**config.mk**
```make
export PLATFORM = sky130hd
export DESIGN_NAME = program_counter_stack_flat
export DESIGN_NICKNAME = d
export VERILOG_FILES = /design/src/rtl/program_counter_stack_if.sv /design/src/rtl/program_counter_stack.sv /design/src/flat_wrapper.sv
export SDC_FILE = /design/constraint.sdc
export NUM_CORES = 1
export LEC_CHECK = 0
export ABC_AREA = 1
export CAP_MARGIN = 20
export CORE_AREA = 2 2 69 55
export DETAILED_ROUTE_END_ITERATION = 8
export DIE_AREA = 0 0 71 57
export GPL_TIMING_DRIVEN = 0
export PLACE_DENSITY = 0.69
export SLEW_MARGIN = 40
export SYNTH_ARGS = -nofsm -noshare
export SYNTH_HDL_FRONTEND = slang
export SYNTH_SLANG_ARGS = --single-unit
```
**constraint.sdc**
```tcl
create_clock -name clk -period 3.9 [get_ports clk]
set_clock_uncertainty 0.15 [all_clocks]
set_input_delay 0.78 -clock clk [delete_from_list [all_inputs] [get_ports clk]]
set_output_delay 0.78 -clock clk [all_outputs]
set_load 0.1 [all_outputs]
```
**src/rtl/program_counter_stack_if.sv**
```systemverilog
// Control/bus bundle for program_counter_stack.
//   master : control block side (drives command strobes and jump target)
//   slave  : program counter side (drives PC, bus, stack status and error flags)
interface program_counter_stack_if #(
  parameter int unsigned ADDR_WIDTH  = 4,
  parameter int unsigned STACK_DEPTH = 4
);
  localparam int unsigned DEPTH_W = $clog2(STACK_DEPTH + 1);

  logic                  inc;
  logic                  load;
  logic                  call;
  logic                  ret;
  logic                  out_en;
  logic                  clear_err;
  logic [ADDR_WIDTH-1:0] addr_in;
  logic [ADDR_WIDTH-1:0] pc_out;
  logic [ADDR_WIDTH-1:0] bus_out;
  logic [DEPTH_W-1:0]    depth;
  logic                  stack_full;
  logic                  stack_empty;
  logic                  overflow;
  logic                  underflow;

  modport master (
    output inc, load, call, ret, out_en, clear_err, addr_in,
    input  pc_out, bus_out, depth, stack_full, stack_empty, overflow, underflow
  );

  modport slave (
    input  inc, load, call, ret, out_en, clear_err, addr_in,
    output pc_out, bus_out, depth, stack_full, stack_empty, overflow, underflow
  );
endinterface

```
**src/rtl/program_counter_stack.sv**
```systemverilog
// Program counter with hardware return-address stack.
//   clk, rst_n : rising-edge clock, asynchronous active-low reset
//   bus        : slave side of program_counter_stack_if
//                inputs  inc/load/call/ret/out_en/clear_err/addr_in
//                outputs pc_out (registered), bus_out (pc_out gated by out_en),
//                        depth, stack_full, stack_empty, sticky overflow/underflow
// Commands are mutually prioritised ret > call > load > inc, one per cycle.
module program_counter_stack #(
  parameter int unsigned           ADDR_WIDTH   = 4,
  parameter int unsigned           STACK_DEPTH  = 4,
  parameter logic [ADDR_WIDTH-1:0] RESET_VECTOR = '0
) (
  input  logic                   clk,
  input  logic                   rst_n,
  program_counter_stack_if.slave bus
);

  localparam int unsigned    DW        = $clog2(STACK_DEPTH + 1);
  localparam logic [DW-1:0]  DEPTH_MAX = DW'(STACK_DEPTH);

  logic [ADDR_WIDTH-1:0] pc_q, pc_d;
  logic [DW-1:0]         depth_q, depth_d;
  logic [ADDR_WIDTH-1:0] stack_q [STACK_DEPTH];
  logic [ADDR_WIDTH-1:0] stack_d [STACK_DEPTH];
  logic                  ovf_q, ovf_d;
  logic                  unf_q, unf_d;

  logic [ADDR_WIDTH-1:0] pc_inc;
  logic [ADDR_WIDTH-1:0] top;
  logic                  full;
  logic                  empty;

  assign pc_inc = pc_q + ADDR_WIDTH'(1);
  assign full   = (depth_q == DEPTH_MAX);
  assign empty  = (depth_q == '0);

  // Current top of stack (entry depth-1); don't-care when empty.
  always_comb begin
    top = '0;
    for (int unsigned i = 0; i < STACK_DEPTH; i++) begin
      if (depth_q == DW'(i + 1)) top = stack_q[i];
    end
  end

  // Next-state: prioritised command decode; error set wins over clear.
  always_comb begin
    pc_d    = pc_q;
    depth_d = depth_q;
    stack_d = stack_q;
    ovf_d   = bus.clear_err ? 1'b0 : ovf_q;
    unf_d   = bus.clear_err ? 1'b0 : unf_q;

    if (bus.ret) begin
      if (empty) begin
        unf_d = 1'b1;
      end else begin
        pc_d    = top;
        depth_d = depth_q - DW'(1);
      end
    end else if (bus.call) begin
      if (full) begin
        ovf_d = 1'b1;
      end else begin
        for (int unsigned i = 0; i < STACK_DEPTH; i++) begin
          if (depth_q == DW'(i)) stack_d[i] = pc_inc;
        end
        depth_d = depth_q + DW'(1);
        pc_d    = bus.addr_in;
      end
    end else if (bus.load) begin
      pc_d = bus.addr_in;
    end else if (bus.inc) begin
      pc_d = pc_inc;
    end
  end

  // State registers; reset discards stack content immediately.
  always_ff @(posedge clk or negedge rst_n) begin
    if (!rst_n) begin
      pc_q    <= RESET_VECTOR;
      depth_q <= '0;
      stack_q <= '{default: '0};
      ovf_q   <= 1'b0;
      unf_q   <= 1'b0;
    end else begin
      pc_q    <= pc_d;
      depth_q <= depth_d;
      stack_q <= stack_d;
      ovf_q   <= ovf_d;
      unf_q   <= unf_d;
    end
  end

  assign bus.pc_out      = pc_q;
  assign bus.bus_out     = bus.out_en ? pc_q : '0;
  assign bus.depth       = depth_q;
  assign bus.stack_full  = full;
  assign bus.stack_empty = empty;
  assign bus.overflow    = ovf_q;
  assign bus.underflow   = unf_q;

endmodule

```
**src/flat_wrapper.sv**
```systemverilog
// flat-port wrapper written by rule: the top's interface ports become plain ports
module program_counter_stack_flat 
#(
  parameter int unsigned           ADDR_WIDTH   = 4,
  parameter int unsigned           STACK_DEPTH  = 4,
  parameter logic [ADDR_WIDTH-1:0] RESET_VECTOR = '0
)
  (clk, rst_n, bus_inc, bus_load, bus_call, bus_ret, bus_out_en, bus_clear_err, bus_addr_in, bus_pc_out, bus_bus_out, bus_depth, bus_stack_full, bus_stack_empty, bus_overflow, bus_underflow);
  program_counter_stack_if #(.ADDR_WIDTH(ADDR_WIDTH), .STACK_DEPTH(STACK_DEPTH)) bus_i ();
  input  logic clk;
  input  logic rst_n;
  input wire logic [$bits(bus_i.inc)-1:0] bus_inc;
  input wire logic [$bits(bus_i.load)-1:0] bus_load;
  input wire logic [$bits(bus_i.call)-1:0] bus_call;
  input wire logic [$bits(bus_i.ret)-1:0] bus_ret;
  input wire logic [$bits(bus_i.out_en)-1:0] bus_out_en;
  input wire logic [$bits(bus_i.clear_err)-1:0] bus_clear_err;
  input wire logic [$bits(bus_i.addr_in)-1:0] bus_addr_in;
  output wire logic [$bits(bus_i.pc_out)-1:0] bus_pc_out;
  output wire logic [$bits(bus_i.bus_out)-1:0] bus_bus_out;
  output wire logic [$bits(bus_i.depth)-1:0] bus_depth;
  output wire logic [$bits(bus_i.stack_full)-1:0] bus_stack_full;
  output wire logic [$bits(bus_i.stack_empty)-1:0] bus_stack_empty;
  output wire logic [$bits(bus_i.overflow)-1:0] bus_overflow;
  output wire logic [$bits(bus_i.underflow)-1:0] bus_underflow;
  assign bus_i.inc = bus_inc;
  assign bus_i.load = bus_load;
  assign bus_i.call = bus_call;
  assign bus_i.ret = bus_ret;
  assign bus_i.out_en = bus_out_en;
  assign bus_i.clear_err = bus_clear_err;
  assign bus_i.addr_in = bus_addr_in;
  assign bus_pc_out = bus_i.pc_out;
  assign bus_bus_out = bus_i.bus_out;
  assign bus_depth = bus_i.depth;
  assign bus_stack_full = bus_i.stack_full;
  assign bus_stack_empty = bus_i.stack_empty;
  assign bus_overflow = bus_i.overflow;
  assign bus_underflow = bus_i.underflow;
  program_counter_stack #(.ADDR_WIDTH(ADDR_WIDTH), .STACK_DEPTH(STACK_DEPTH), .RESET_VECTOR(RESET_VECTOR)) u_core (.clk(clk), .rst_n(rst_n), .bus(bus_i));
endmodule
```
==> results of run 1 <==
[cell families (layout without fill, tap and decap cells)]
logic type	Yosys count	in the layout	share of synthesized area (%)
buffers and inverters	33	62	9.31
AOI/OAI and AO/OA	28	28	9.99
xor gates and xnor gates	2	2	1.20
and+or+nand+nor	112	112	30.8
adders and majority gates	7	7	5.98
DFF	25	25	42.7
[path summary, 6_finish.rpt]
check	endpoint	slack [ns]	cells past startpoint
max reg2reg	u_core.bus.pc_out[3]$_DFFE_PN0P_	2.11	10
min reg2reg	u_core.stack_q[4]$_DFFE_PN0P_	0.34	2
min	u_core.stack_q[13]$_DFFE_PN0P_	0.33	1
max in group asynchronous	u_core.stack_q[7]$_DFFE_PN0P_	2.90	1
max	bus_bus_out[2]	1.15	4
min in group clk	u_core.stack_q[4]$_DFFE_PN0P_	0.34	2
[cells in the mapped netlist]
cell type  number
buf_2           1
and2_1          1
nand2_1        72
nand3_2         1
a21oi_1         5
nor2_1         29
o21ai_1         2
nand2_2         1
buf_6           1
o21ai_0        19
buf_4           1
a22oi_1         1
nor2_4          1
nand3_1         4
nor2_2          2
inv_2           2
ha_1            7
xor2_1          2
inv_1          28
o21ai_2         1
nand4_1         1
dfrtp_1        25
[critical path, stage by stage]
cell	delay [ns]
clkdlybuf4s50_1	0.52
nand2_1	0.06
inv_1	0.05
buf_2	0.41
[registers in the layout (all words and copies together) (netlist names)]
signal                cells
u_core.bus.depth          3
u_core.bus.overflow       1
u_core.stack_q           16
u_core.bus.underflow      1
u_core.bus.pc_out         4
[layout make-up]
class | instances | area, um2 | share of cell area [%]
buffer | 3 | 23.8 | 1.37
clock buffer | 3 | 41.3 | 2.38
clock inverter | 1 | 5.00 | 0.289
inverter | 30 | 113 | 6.49
multi-input combinational | 149 | 703 | 40.5
sequential | 25 | 626 | 36.1
tap | 42 | 52.6 | 3.03
timing repair buffer | 25 | 170 | 9.81
[through the flow]
| step | hold slack [ns] | setup slack [ns] | cell area (um2) | std cells | utilization (%) |
|---|---|---|---|---|---|
| global route | 0.374 | 1.09 | 1730 | 278 | 50.3 |
| detailed placement | 0.317 | 1.15 | 1690 | 274 | 49.0 |
| CTS | 0.347 | 1.14 | 1730 | 278 | 50.3 |
| floorplan | 0.303 | 0.875 | 1470 | 207 | - |
| finish | 0.334 | 1.15 | 1730 | 278 | 50.3 |
| global placement | 0.317 | 0.423 | 1770 | 274 | 51.3 |
[metal layers]
layer,routed length [um],part of all wire [%],track usage (%),vias up
li1,-,-,-,686
met3,164,5.3,4.77,2
met4,19,0.61,3.23,0
met2,1280,42,23.2,29
met1,1620,53,26.0,584
met5,0,0,0,-
==> key figures, run 1 <==
Worst hold path
  – Min-delay worst type: in2async

Logic synthesis
  – Yosys warns: 0
  – Syn avg cell area: just over 7 um2
  – Syn Std Cell Area: ~0.0015 mm2
  – Syn nets: between 200 and 250
  – Synth Instances: 207
  – Top cell type's share of synthesized area: 42.7%
  – Area leader, netlist: dfrtp_1
  – Synthesis-stage register bit count: 25
  – Largest cells by area after synthesis: dfrtp_1 43%, nand2_1 18%, nor2_1 7.4%, inv_1 7.2%, o21ai_0 6.5%
  – Register area share after synthesis: between 40 and 50%
  – Synth unique cells: 22

Die
  – Starting Density: between 40% and 50%
  – Die Span X: 71 um
  – Io pins: 27
  – Core area: 0.00345 mm2
  – Die height: ~57 um
  – Die area: between 0.004 and 0.005 mm2
  – Rows: 19

Critical path
  – Worst setup SP type: input port
  – Crit path arrival time: between 1.5 and 2 ns
  – Worst setup startpoint: bus_out_en
  – Critical Path RT: 2.97 ns
  – Setup CP Type: in2out
  – Worst reg2reg path startpoint: u_core.bus.depth[0]$_DFFE_PN0P_
  – Crit end category: output pin
  – Crit-path max FO: 4

CTS
  – CTS sink count: 25
  – Post-CTS setup buffers: 0
  – CTS tree: done
  – Post-cts repair resize count: 0
  – Number of buffers created by CTS: 3
  – Max clock buf depth: 2
  – Clock transition at the registers of the reported paths: approximately 0.090 ns
  – H-tree levels: 1
  – # hold bufs at CTS: 0
  – Root Driver: clkbuf_8
  – Clk Latency, worst-skew pair: 0.27 ns

Timing
  – Worst slew margin: 63.4%
  – Setup_tns: 0 ns
  – Final setup viols: 0
  – Unrepaired setup endpoints after global routing: false
  – Slew Viols, Final: 0
  – Tcrit/Tclk final: around 71%
  – Worst slew pin tran: 0.549 ns
  – Final Hold Viols: 0
  – Fmax: 364 MHz
  – Final Critical Period: ~2.8 ns

Final layout
  – Most frequent cells in the layout: 72 x nand2_1, 29 x nor2_1, 28 x inv_1
  – Fraction of layout cells with a size suffix above 1: 13.1%
  – Area grow syn2layout: 18.4%
  – Layout Nets: roughly 260
  – Fillers: 354
  – Commonest non-fill, non-tap cell in the layout: nand2_1
  – Diode count: 0

Drt
  – WL per Instance: 11.1 um
  – Final WL: 3.09 mm
  – Routed Antenna Nets: 0
  – Avg Vias per Cell: 4.68
  – Via count: approximately 1300
  – DRC: 0
  – Initial DRC count: 65
  – Drt first pass iters: 4

Run
  – Max Cap Viol: 0

Outcome
  – Outcome: completed

Placed design
  – I/O Buffers: 25
  – Gpl congestion: between 0.7 and 0.8
  – Dpl hpwl: 2.39 mm

Global routing
  – First-pass GRT wire length: 5.46 mm
  – Vias in the first global route: 1183
  – Pin count of the biggest net entering global routing: 26
  – GRT Overall Usage: roughly 17%
  – Total congestion overflow: 0
  – Initial antenna violation count: 0
Power of run 1 is left out: the tool's default activity adds up to more than one toggle a clock period on the data nets, which glitch-free logic cannot reach.
==> inputs of run 2 (changes only) <==
- clock period: 3.9 -> 2.7 ns (I/O delays scaled with it)
==> run 2 against run 1 <==
Net effect:
- setup slack worse by 0.82 ns
- wire length decreased by 4.4%
- critical path depth increased by 1
- register-to-register slack got worse by 1.2 ns
- final cell count did not move
- via count is 0.77% lower
- core utilization grew 0.29 points
- non-clock buffer count did not move
- cell area grew 0.58%
- count of clock-buffer cells in the layout unchanged
- hold slack lost 0.24 ns
- critical path type is now reg2out
==> key figures, run 2 (same netlist as run 1, synthesis figures left out) <==
Outcome
  – Outcome: completed (unchanged)

Drt
  – DRC: 0 (unchanged)
  – Initial DRC count: 69 (was 65)
  – Drt first pass iters: 4 (unchanged)
  – Via count: 1291 (was 1301)
  – Avg Vias per Cell: 4.64 (was 4.68)
  – WL per Instance: 10.6 um (was 11.1 um)
  – Routed Antenna Nets: 0 (unchanged)
  – Final WL: 2.96 mm (was 3.09 mm)

Timing
  – Worst slew pin tran: 0.562 ns (was 0.549 ns)
  – Final Critical Period: 2.37 ns
  – Post-route worst setup slack: 0.330 ns (was 1.15 ns)
  – Tcrit/Tclk final: 87.8%
  – Final setup viols: 0 (unchanged)
  – Setup_tns: 0 ns (unchanged)
  – Fmax: 422 MHz
  – Worst slew margin: 62.6% (was 63.4%)
  – Final Hold Viols: 0 (unchanged)
  – Unrepaired setup endpoints after global routing: false (unchanged)
  – Slew Viols, Final: 0 (unchanged)

Critical path
  – Kind of cell adding the most delay to the critical path: buffers and inverters (unchanged)
  – Crit path arrival time: 1.68 ns (was 1.82 ns)
  – Crit end category: output pin (unchanged)
  – Cell mode on critical path: inv_1
  – Worst path slowest cell: dfrtp_2 (was clkdlybuf4s50_1)
  – Crit-path max FO: 5 (was 4)
  – CP bufs+invs: 3 (unchanged)
  – Worst setup SP type: flop (was input port)
  – Setup CP Type: reg2out (was in2out)
  – R2r setup slk: 0.95 ns (was 2.11 ns)
  – Critical Path RT: 2.01 ns (was 2.97 ns)
  – Max incr delay on CP: 0.45 ns (was 0.52 ns)
  – Crit-path cells: inv_1 -> ha_1 -> inv_1 -> nor2_4 -> buf_2 (was clkdlybuf4s50_1 -> nand2_1 -> inv_1 -> buf_2)

Final layout
  – Biggest register: u_core.stack_q (unchanged)
  – Most frequent cells in the layout: 72 x nand2_1, 29 x nor2_1, 28 x inv_1 (unchanged)
  – Util after Layout: 50.6% (was 50.3%)
  – Diode count: 0 (unchanged)
  – Largest register FFs: 16 (unchanged)
  – Layout Nets: 256 (unchanged)
  – Fraction of layout cells with a size suffix above 1: 14.0% (was 13.1%)
  – Fin area: 0.00174 mm2 (was 0.00173 mm2)
  – Commonest non-fill, non-tap cell in the layout: nand2_1 (unchanged)
  – Area grow syn2layout: 19.0% (was 18.4%)

Placed design
  – I/O Buffers: 25 (unchanged)
  – Placed Area: 0.00170 mm2 (was 0.00169 mm2)
  – Gpl congestion: 0.801 (was 0.754)
  – Post-Place Setup Slack: 0.425 ns (was 1.15 ns)
  – Dpl hpwl: 2.29 mm (was 2.39 mm)

CTS
  – Number of buffers created by CTS: 3 (unchanged)
  – Clock transition at the registers of the reported paths: 0.09 ns (about the same)
  – Clk Latency, worst-skew pair: 0.27 ns (about the same)
  – CTS sink count: 25 (unchanged)
  – Post-CTS setup buffers: 0 (unchanged)
  – CTS tree: done (unchanged)
  – H-tree levels: 1 (unchanged)
  – Max clock buf depth: 2 (unchanged)
  – # hold bufs at CTS: 0 (unchanged)
  – Root Driver: clkbuf_8 (unchanged)
  – Post-cts repair resize count: 0 (unchanged)

Die
  – Starting Density: 42.5% (unchanged)
  – Core area: 0.00345 mm2 (unchanged)
  – Io pins: 27 (unchanged)
  – Rows: 19 (unchanged)
  – Die Span X: 71 um (unchanged)
  – Die area: 0.00405 mm2 (unchanged)
  – Die height: 57 um (unchanged)

Global routing
  – Vias in the first global route: 1063 (was 1183)
  – Pin count of the biggest net entering global routing: 26 (unchanged)
  – GRT Overall Usage: 15.7% (was 16.7%)
  – Total congestion overflow: 0 (unchanged)
  – First-pass GRT wire length: 5.02 mm (was 5.46 mm)
  – Initial antenna violation count: 0 (unchanged)

Worst hold path
  – Min-delay worst type: in2async (unchanged)

Run
  – Max Cap Viol: 0 (unchanged)
run 2: cell count changes in the layout (fill, tap and decap cells not counted), sizes merged:
cell      previous run  this run
clkinv               1         0
clkinvlp             0         1
run 2: final timing paths:
check,startpoint,endpoint,cells past startpoint
max reg2reg,u_core.bus.depth[0]$_DFFE_PN0P_,u_core.bus.pc_out[3]$_DFFE_PN0P_,10
max in group asynchronous,rst_n,u_core.bus.depth[1]$_DFFE_PN0P_,1
min,rst_n,u_core.stack_q[9]$_DFFE_PN0P_,1
min in group clk,u_core.bus.overflow$_DFF_PN0_,u_core.bus.overflow$_DFF_PN0_,2
min reg2reg,u_core.bus.overflow$_DFF_PN0_,u_core.bus.overflow$_DFF_PN0_,2
max,u_core.bus.depth[0]$_DFFE_PN0P_,bus_stack_empty,5
run 2: through the flow:
stage                     hold slack [ns]  instances
after floorplan                    0.0944        207
after global placement              0.317        274
after detailed placement            0.311        274
after CTS                           0.111        278
after global routing                0.138        278
final                              0.0938        278
run 2: area by class of cell:
| class | count | area [um2] |
|---|---|---|
| fill | 340 | 1700 |
| multi-input combinational | 149 | 708 |
| sequential | 25 | 628 |
| timing repair buffer | 25 | 170 |
| inverter | 30 | 113 |
| tap | 42 | 52.6 |
| clock buffer | 3 | 41.3 |
| buffer | 3 | 23.8 |
| clock inverter | 1 | 7.51 |
run 2: routing by layer:
layer	part of all wire [%]	track usage, %	up-vias
li1	-	-	687
met1	55	24.8	575
met2	40	21.8	29
met3	4.6	4.77	0
met4	0	1.62	0
met5	0	0	-
Power of run 2 is left out for the same reason.
